--- config.mk ---
export PLATFORM = sky130hd
export DESIGN_NAME = fpu_arbiter
export DESIGN_NICKNAME = d
export VERILOG_FILES = /design/src/rtl/fpu_ctl_pkg.sv /design/src/rtl/rr_arbiter.sv /design/src/rtl/fpu_arbiter.sv
export SDC_FILE = /design/constraint.sdc
export NUM_CORES = 1
export LEC_CHECK = 0
export ABC_CLOCK_PERIOD_IN_PS = 4400
export BUFFER_PORTS_ARGS = -buffer_cell sky130_fd_sc_hd__clkbuf_2
export CORE_AREA = 10 10 271 273
export DETAILED_ROUTE_END_ITERATION = 10
export DIE_AREA = 0 0 281 283
export PLACE_DENSITY_LB_ADDON = 0.08
export SYNTH_ARGS = -nofsm -noshare
export SYNTH_HDL_FRONTEND = slang
export SYNTH_SLANG_ARGS = --single-unit
--- constraint.sdc ---
create_clock -name clk -period 4.4 [get_ports clk]
set_input_delay 0.44 -clock clk [delete_from_list [all_inputs] [get_ports clk]]
set_output_delay 0.44 -clock clk [all_outputs]
set_load 0.005 [all_outputs]
--- src/rtl/fpu_ctl_pkg.sv ---
// Shared types and helpers for the fpu sharing controller.
package fpu_ctl_pkg;

   localparam int DEF_W = 32;

   typedef enum logic [1:0] {
      IDLE = 2'd0,
      RUN  = 2'd1,
      RESP = 2'd2
   } state_t;

   function automatic int clog2(input int value);
      int r;
      r = 0;
      for (int p = 1; p < value; p = p << 1) begin
         r++;
      end
      return r;
   endfunction

endpackage

--- src/rtl/rr_arbiter.sv ---
// Combinational round-robin picker: first set request at or after the pointer, wrapping.
module rr_arbiter
   import fpu_ctl_pkg::*;
#(
   parameter int NREQ = 4,
   parameter int PW   = (clog2(NREQ) < 1) ? 1 : clog2(NREQ)
) (
   input  logic [NREQ-1:0] i_req,
   input  logic [PW-1:0]   i_ptr,
   output logic [NREQ-1:0] o_gnt,
   output logic [PW-1:0]   o_idx
);

   logic          w_found;
   logic [PW-1:0] w_j;

   always_comb begin
      o_gnt   = '0;
      o_idx   = '0;
      w_found = 1'b0;
      w_j     = '0;
      for (int i = 0; i < NREQ; i++) begin
         w_j = PW'((int'(i_ptr) + i) % NREQ);
         if (!w_found && i_req[w_j]) begin
            w_found     = 1'b1;
            o_gnt[w_j]  = 1'b1;
            o_idx       = w_j;
         end
      end
   end

endmodule

--- src/rtl/fpu_arbiter.sv ---
// Shares one fpu among NREQ requesters: round-robin grant, en/fi handshake,
// one-cycle ack with the result, and a watchdog that aborts a stuck operation.
module fpu_arbiter
   import fpu_ctl_pkg::*;
#(
   parameter int NREQ    = 4,
   parameter int W       = DEF_W,
   parameter int TIMEOUT = 255
) (
   input  logic            clk,
   input  logic            rst,
   input  logic [NREQ-1:0] req,
   input  logic [NREQ*W-1:0] op_a,
   input  logic [NREQ*W-1:0] op_b,
   input  logic [NREQ*W-1:0] op_c,
   input  logic [NREQ*W-1:0] op_d,
   output logic [NREQ-1:0] ack,
   output logic [W-1:0]    res,
   output logic            err,
   output logic            busy,
   output logic            fpu_en,
   output logic [W-1:0]    fpu_a,
   output logic [W-1:0]    fpu_b,
   output logic [W-1:0]    fpu_c,
   output logic [W-1:0]    fpu_d,
   input  logic            fpu_fi,
   input  logic [W-1:0]    fpu_g
);

   localparam int PW = (clog2(NREQ) < 1) ? 1 : clog2(NREQ);
   localparam int CW = clog2(TIMEOUT + 1);
   localparam logic [CW-1:0] CNT_LAST = CW'(TIMEOUT - 1);
   localparam logic [CW-1:0] CNT_MAX  = {CW{1'b1}};

   state_t          r_state;
   state_t          w_next;
   logic [PW-1:0]   r_ptr;
   logic [PW-1:0]   r_gntIdx;
   logic [NREQ-1:0] r_gntOh;
   logic [CW-1:0]   r_cnt;
   logic [W-1:0]    r_res;
   logic            r_err;
   logic [W-1:0]    r_fpuA;
   logic [W-1:0]    r_fpuB;
   logic [W-1:0]    r_fpuC;
   logic [W-1:0]    r_fpuD;
   logic [NREQ-1:0] w_gnt;
   logic [PW-1:0]   w_idx;
   logic            w_grant;
   logic            w_timeout;

   rr_arbiter #(
      .NREQ (NREQ),
      .PW   (PW)
   ) u_rr (
      .i_req (req),
      .i_ptr (r_ptr),
      .o_gnt (w_gnt),
      .o_idx (w_idx)
   );

   // A grant waits for the fpu to drop fi from the previous operation.
   assign w_grant   = (r_state == IDLE) && (req != '0) && !fpu_fi;
   assign w_timeout = (r_cnt == CNT_LAST);

   always_ff @(posedge clk or negedge rst) begin
      if (!rst) begin
         r_state <= IDLE;
      end else begin
         r_state <= w_next;
      end
   end

   always_comb begin
      w_next = r_state;
      case (r_state)
         IDLE:    if (w_grant) w_next = RUN;
         RUN:     if (fpu_fi || w_timeout) w_next = RESP;
         RESP:    w_next = IDLE;
         default: w_next = IDLE;
      endcase
   end

   always_ff @(posedge clk or negedge rst) begin
      if (!rst) begin
         r_ptr    <= '0;
         r_gntIdx <= '0;
         r_gntOh  <= '0;
         r_cnt    <= '0;
         r_res    <= '0;
         r_err    <= 1'b0;
         r_fpuA   <= '0;
         r_fpuB   <= '0;
         r_fpuC   <= '0;
         r_fpuD   <= '0;
      end else begin
         case (r_state)
            IDLE: begin
               if (w_grant) begin
                  r_fpuA   <= op_a[w_idx*W +: W];
                  r_fpuB   <= op_b[w_idx*W +: W];
                  r_fpuC   <= op_c[w_idx*W +: W];
                  r_fpuD   <= op_d[w_idx*W +: W];
                  r_gntIdx <= w_idx;
                  r_gntOh  <= w_gnt;
                  r_cnt    <= '0;
               end
            end
            RUN: begin
               if (r_cnt != CNT_MAX) begin
                  r_cnt <= r_cnt + 1'b1;
               end
               // fi wins over the watchdog when both land in the same cycle.
               if (fpu_fi) begin
                  r_res <= fpu_g;
                  r_err <= 1'b0;
               end else if (w_timeout) begin
                  r_res <= '0;
                  r_err <= 1'b1;
               end
            end
            RESP: begin
               r_ptr <= (r_gntIdx == PW'(NREQ - 1)) ? '0 : r_gntIdx + 1'b1;
            end
            default: begin
            end
         endcase
      end
   end

   assign ack    = (r_state == RESP) ? r_gntOh : '0;
   assign res    = r_res;
   assign err    = r_err;
   assign busy   = (r_state != IDLE);
   assign fpu_en = (r_state == RUN);
   assign fpu_a  = r_fpuA;
   assign fpu_b  = r_fpuB;
   assign fpu_c  = r_fpuC;
   assign fpu_d  = r_fpuD;

endmodule

==> results.yml, run 1 <==
worst_setup_path:
  end_kind: "flip-flop"
  startpoint_type: "flip-flop"
  worstRegToRegCells: 10
  critPathKind: "flip-flop to flip-flop"
  r2r_end: "fpu_b[17]"
  crit_required_ps: 4790
  arrival_ps: 3880
  r2r_start: "r_ptr[1]"
  r2r_slack_ps: 920
  worstPathMaxFanout: 70
detailed_routing:
  via_per_inst: 4.71
  totalWireLength_um: 69000
  ant_nets: 0
  avgRoutedWirePerCell_um: 24.7
  drtPass1Iterations: 5
  vias: 13100
  remaining_drc_errors: 0
  drtIter0Drc: 761
outcome:
  outcome: "completed"
yosys:
  synth_ff_type: "dfrtp_1"
  synthArstFlopShare_pct: 100
  synth_top_cell_area_share_pct: 37.8
  synth_area_leaders: "dfrtp_1, o221ai_1, mux2i_1, o22a_1, nor2_1"
  synth_area_leader_cell: "dfrtp_1"
  seq_area_frac_synth_pct: 37.8
  yosys_warnings: 0
  synth-edff-count: 0
  ys_ff_latch: 179
  netlist_area_um2: 11800
  synthCells: 1258
  synth_nets: 1817
  synthDistinctLibCells: 47
  syn_area_per_cell_um2: 9.42
final_layout:
  final_nets: 2443
  area_growth_pct: 43.2
  drive_above_1_share_pct: 43.3
  regArea_um2: 4480
  multi_input_area_um2: 6760
  fillCellCount: 7559
  final_cell_area_um2: 17000
min_path:
  worstHoldStart: "fpu_g[6]"
  whs_path_depth: 2
  hold_path.class: "primary input to flip-flop"
  min_to: "res[6]"
sta:
  worst_slew_pin_slew_ps: 813
  relSlewSlack_pct: 45.8
  hold_slack_ps: 159
  maxSlewViolCount: 0
  setup_violations: 0
  finalCritPeriodShare_pct: 79.1
  fin_crit_ps: 3480
  rsz0062_at_grt: "false"
  max_freq_mhz: 287
  worst_slack_ps: 918
  tns_ps: 0
  fin_skew_ps: 12.7
  hold_violations: 0
cts:
  numCtsBuffers: 17
  cts_tree: "built"
  cts_resized: 0
  htree_num_levels: 4
  postCtsSetupRepairBufs: 0
  root_buffer: "clkbuf_16"
  cts_sinks: 179
  worstSkewPairLatency_ps: 490
  cts.path.max_buffers: 2
  path_clk_slew_ps: 90
power:
  power.density_nw_per_um2: 678
  power.leakage_nw: 8.13
  vdd_drop_max_uv: 408
die:
  dieHeight_um: 283
  start_util_pct: 17.4
  die_area_um2: 79500
  io_pins: 718
  die_w_um: 281
  core_um2: 68100
  rows: 96
global_route:
  grt_pass1_vias: 13600
  grtUsageTotal_pct: 16.6
  grt_max_degree: 129
  antenna_found_initial: 14
  grt_overflow: 0
  grt_pass1_wl_um: 99100
place:
  placed_cell_area_um2: 16300
  dpl.hpwl_um: 50800
  portBuffers: 717
  pre_cts_slack_ps: 908
  gp_congestion: 0.852
run:
  max_cap_violations: 0
==> state kept, by name, indices dropped and copies added, names as in the netlist <==
name,count
fpu_b,32
res,32
fpu_d,32
r_gntOh,4
fpu_c,32
r_cnt,8
r_state,2
r_gntIdx,2
r_ptr,2
fpu_a,32
err,1
==> how the worst max path moves through the flow <==
stage | slack [ps] | to | depth (start not counted) | startpoint
after global routing | 570 | fpu_b[24] | 10 | r_ptr[1]
after floorplan | 1490 | fpu_b[4] | 14 | r_ptr[0]
final | 920 | fpu_b[17] | 10 | r_ptr[1]
after CTS | 880 | fpu_b[10] | 10 | r_ptr[1]
after global placement | 980 | fpu_b[8] | 10 | r_ptr[1]
after detailed placement | 910 | fpu_b[10] | 10 | r_ptr[1]
==> routing by layer <==
layer  up-vias  GRT usage, %  wire (um)
met5         -             0          9
met3        61          4.73       4600
met4         2          5.55       1400
met1      6490          18.4      27000
met2       464          29.9      36000
li1       6131             -          -
==> report_power, final <==
group / switching [mW] / leakage (nW) / internal (mW) / total, mW
clock: 0.905 / 0.303 / 0.832 / 1.74
combinational: 4.08 / 5.65 / 2.81 / 6.89
sequential: 0.460 / 2.17 / 2.42 / 2.88
total: 5.44 / 8.13 / 6.07 / 11.5
==> stage by stage <==
stage	cells	util (%)	power [mW]
6_report	2793	24.9	11.5
3_5_place_dp	2746	23.9	9.97
4_1_cts	2779	24.9	11.8
3_3_place_gp	2746	23.9	9.94
5_1_grt	2791	24.9	12.4
2_1_floorplan	1258	-	7.08
==> logic make-up (layout without fill, tap and decap cells) <==
family	count (synthesis)	after routing	synth area share, %
flops	179	179	37.8
simple gates	355	355	11.9
other cells	0	14	0
mux	171	171	15.0
buf+inv	144	783	5.80
compound gates	397	397	28.4
xor+xnor	4	4	0.296
fa+ha+maj	8	8	0.845
==> final cells by class <==
type                            instances  area share (%)
Multi-Input combinational cell        935            39.8
Timing Repair Buffer                  744            23.2
Clock inverter                         15            1.17
Tap cell                              882            6.50
Antenna cell                           14           0.206
Sequential cell                       179            26.4
Inverter                                7           0.155
Clock buffer                           17            2.51
==> worst max-delay path, stage by stage (launching register included) <==
cell and delay [ps]:
dfrtp_1 610, inv_1 240, ha_1 530, inv_1 210
a31oi_1 170, o221ai_1 180, a21oi_4 220, buf_12 370
buf_4 280, mux2_2 340, a211oi_1 180
==> synth_stat cells, drive strengths merged (2+ instances only) <==
library cell  count
mux2             37
and3              2
or2               2
a22o             32
and2              7
mux2i           134
inv               7
o21ai            10
a21o              3
o22a             99
nor2            196
nor2b             3
ha                8
a221oi            3
a21oi            10
o221ai          200
clkbuf           50
nand2b            2
or3               3
nor3              2
buf              87
nand4             4
a211oi           29
xor2              4
nand2           124
a31oi             3
dfrtp           179
nand3             7
==> timing repair <==
item | 4_1_cts | 5_1_grt
setup endpoints to repair | 0 | 0
hold endpoints to repair | 45 | 0
hold buffers | 1 | 0
==> layout by cell type, fill, tap and decap left out, types with 2 or more instances in the layout <==
cell type,count
clkbuf_2,716
o221ai_1,200
nor2_1,196
dfrtp_1,179
mux2i_1,133
nand2_1,124
o22a_1,99
mux2_2,32
a22o_1,32
a211oi_1,29
clkbuf_16,17
buf_4,15
diode_2,14
buf_12,11
o21ai_0,10
a21oi_1,8
ha_1,8
inv_1,7
and2_1,7
inv_8,7
nand3_1,6
mux2_4,4
nand4_1,4
xor2_1,4
nor2b_1,3
a31oi_1,3
a21o_4,3
a221oi_1,3
clkinv_8,3
a21oi_4,2
nand2b_1,2
and3_1,2
or3_1,2
No activity file was read; power rests on OpenSTA's default activity.
==> inputs of run 2 (changes only) <==
--- a/config.mk
+++ b/config.mk
@@ -5,7 +5,7 @@
 export SDC_FILE = /design/constraint.sdc
 export NUM_CORES = 1
 export LEC_CHECK = 0
-export ABC_CLOCK_PERIOD_IN_PS = 4400
+export ABC_CLOCK_PERIOD_IN_PS = 3400
 export BUFFER_PORTS_ARGS = -buffer_cell sky130_fd_sc_hd__clkbuf_2
 export CORE_AREA = 10 10 271 273
 export DETAILED_ROUTE_END_ITERATION = 10
==> constraint.sdc (replaced) <==
create_clock -name clk -period 3.4 [get_ports clk]
set_input_delay 0.34 -clock clk [delete_from_list [all_inputs] [get_ports clk]]
set_output_delay 0.34 -clock clk [all_outputs]
set_load 0.005 [all_outputs]
==> results.yml, run 2 (synthesis gave the netlist of run 1 again) <==
final_layout:
  final_cell_mix: "clkbuf_2, o221ai_1, nor2_1, dfrtp_1, mux2i_1"
  final_cells: 2802
  final_nets: 2457
  drive_above_1_share_pct: 43.7
  final_cell_area_um2: 17100
  area_growth_pct: 44.0
  final_common_cell: "clkbuf_2"
sta:
  fin_crit_ps: 3030
  maxSlewViolCount: 0
  relSlewSlack_pct: 41.2
  max_freq_mhz: 330
  finalCritPeriodShare_pct: 89.2
  fin_skew_ps: 21.3
  worst_slack_ps: 367
  worst_slew_pin_slew_ps: 882
  rsz0062_at_grt: "false"
  hold_violations: 0
  setup_violations: 0
  tns_ps: 0
global_route:
  grt_pass1_wl_um: 101000
  grt_pass1_vias: 14000
  grtUsageTotal_pct: 17.0
  grt_max_degree: 85
  grt_overflow: 0
  antenna_found_initial: 12
detailed_routing:
  ant_nets: 0
  totalWireLength_um: 70700
  via_per_inst: 4.76
  avgRoutedWirePerCell_um: 25.2
  remaining_drc_errors: 0
  drtPass1Iterations: 5
  vias: 13300
  drtIter0Drc: 693
place:
  dp_cells: 2760
  placed_cell_area_um2: 16400
  portBuffers: 717
  dpl.hpwl_um: 52700
  gp_congestion: 0.849
  pre_cts_slack_ps: 369
die:
  die_area_um2: 79500
  rows: 96
  dieHeight_um: 283
  core_um2: 68100
  die_w_um: 281
  io_pins: 718
  start_util_pct: 17.4
cts:
  worstSkewPairLatency_ps: 500
  htree_num_levels: 4
  cts.path.max_buffers: 2
  path_clk_slew_ps: 90
  root_buffer: "clkbuf_16"
  cts_resized: 0
  cts_tree: "built"
  numCtsBuffers: 17
  cts_sinks: 179
power:
  netSwitchingFraction_pct: 46.9
  pwr-share-clk_pct: 14.4
  combPwrFrac_pct: 60.7
  p_sw_mw: 7.06
  vdd_drop_max_uv: 455
  internal-power_mw: 7.97
  power.leakage_nw: 8.18
  seqPwrFrac_pct: 24.9
  power.density_nw_per_um2: 881
worst_setup_path:
  cp_slowest_cell: "ha_1"
  cp_top_family: "buffers and inverters"
  slowest_delay_ps: 500
  worstPathMaxFanout: 55
  crit_required_ps: 3770
  crit_path_cell_trace: "inv_1, ha_1, inv_1, a31oi_1, o221ai_1, a21oi_4, buf_12, buf_4, mux2i_1, o221ai_1"
  worstRegToRegCells: 10
  arrival_ps: 3410
  end_kind: "flip-flop"
  critPathKind: "flip-flop to flip-flop"
  critPathBufInv: 4
  startpoint_type: "flip-flop"
  critical_path_depth: 10
run:
  max_cap_violations: 0
outcome:
  outcome: "completed"
min_path:
  hold_path.class: "primary input to flip-flop"
  whs_path_depth: 2
-- run 2: cell types whose count changed in the layout (fill, tap and decap cells not counted), moves of 2 or more --
cell | before | now
buf_12 | 11 | 13
buf_4 | 15 | 27
diode_2 | 14 | 9
inv_6 | 1 | 5
inv_8 | 7 | 2
-- run 2: final cells by class --
cell class	instances	area, um^2
Clock buffer	18	439
Tap cell	882	1100
Antenna cell	9	22.5
Sequential cell	179	4480
Inverter	7	26.3
Fill cell	7488	51000
Multi-Input combinational cell	935	6760
Clock inverter	14	161
Timing Repair Buffer	758	4070
-- run 2: final timing paths --
| check | slack, ps | to | from |
|---|---|---|---|
| max reg2reg | 370 | fpu_d[27] | r_ptr[1] |
| min | 50 | res[12] | fpu_g[12] |
| min in group asynchronous | 320 | fpu_a[26] | rst |
| min reg2reg | 480 | r_gntOh[3] | r_gntOh[3] |
| max in group asynchronous | 2200 | fpu_c[17] | rst |
| max | 370 | fpu_d[27] | r_ptr[1] |
-- run 2: what timing repair did --
item | in CTS | in global routing
endpoints found under the hold margin | 34 | 0
hold buffers | 1 | 0
buffers inserted | 0 | 0
-- run 2: stage by stage --
step / hold WS [ps] / total power [mW] / util [%]
finish: 54.5 / 15.0 / 25.0
detailed placement: 297 / 13.1 / 24.1
global route: 20.5 / 16.2 / 25.0
CTS: 1.71 / 15.4 / 25.0
floorplan: 44.4 / 9.17 / -
global placement: 301 / 13.1 / 24.1
-- run 2: per-layer routing --
layer	vias up	track usage, %	share of wire [%]
met5	-	0	0.051
met4	6	6.57	2.3
met3	67	4.00	6.5
met2	477	30.5	53
met1	6639	19.1	39
li1	6152	-	-
-- run 2: power by group through the flow --
stage	logic (mW)	registers (mW)	clock network, mW
after floorplan	5.40	3.76	0
after global placement	9.29	3.78	0
after detailed placement	9.33	3.79	0
after CTS	9.35	3.76	2.29
after global routing	9.96	3.87	2.34
final	9.12	3.75	2.16
-- run 2: worst register-to-register path, stage by stage, from the launching register on --
cell and delay (ps):
dfrtp_1 340, inv_1 120, ha_1 500, inv_1 210, a31oi_1 170, o221ai_1 210
a21oi_4 250, buf_12 320, buf_4 410, mux2i_1 240, o221ai_1 140
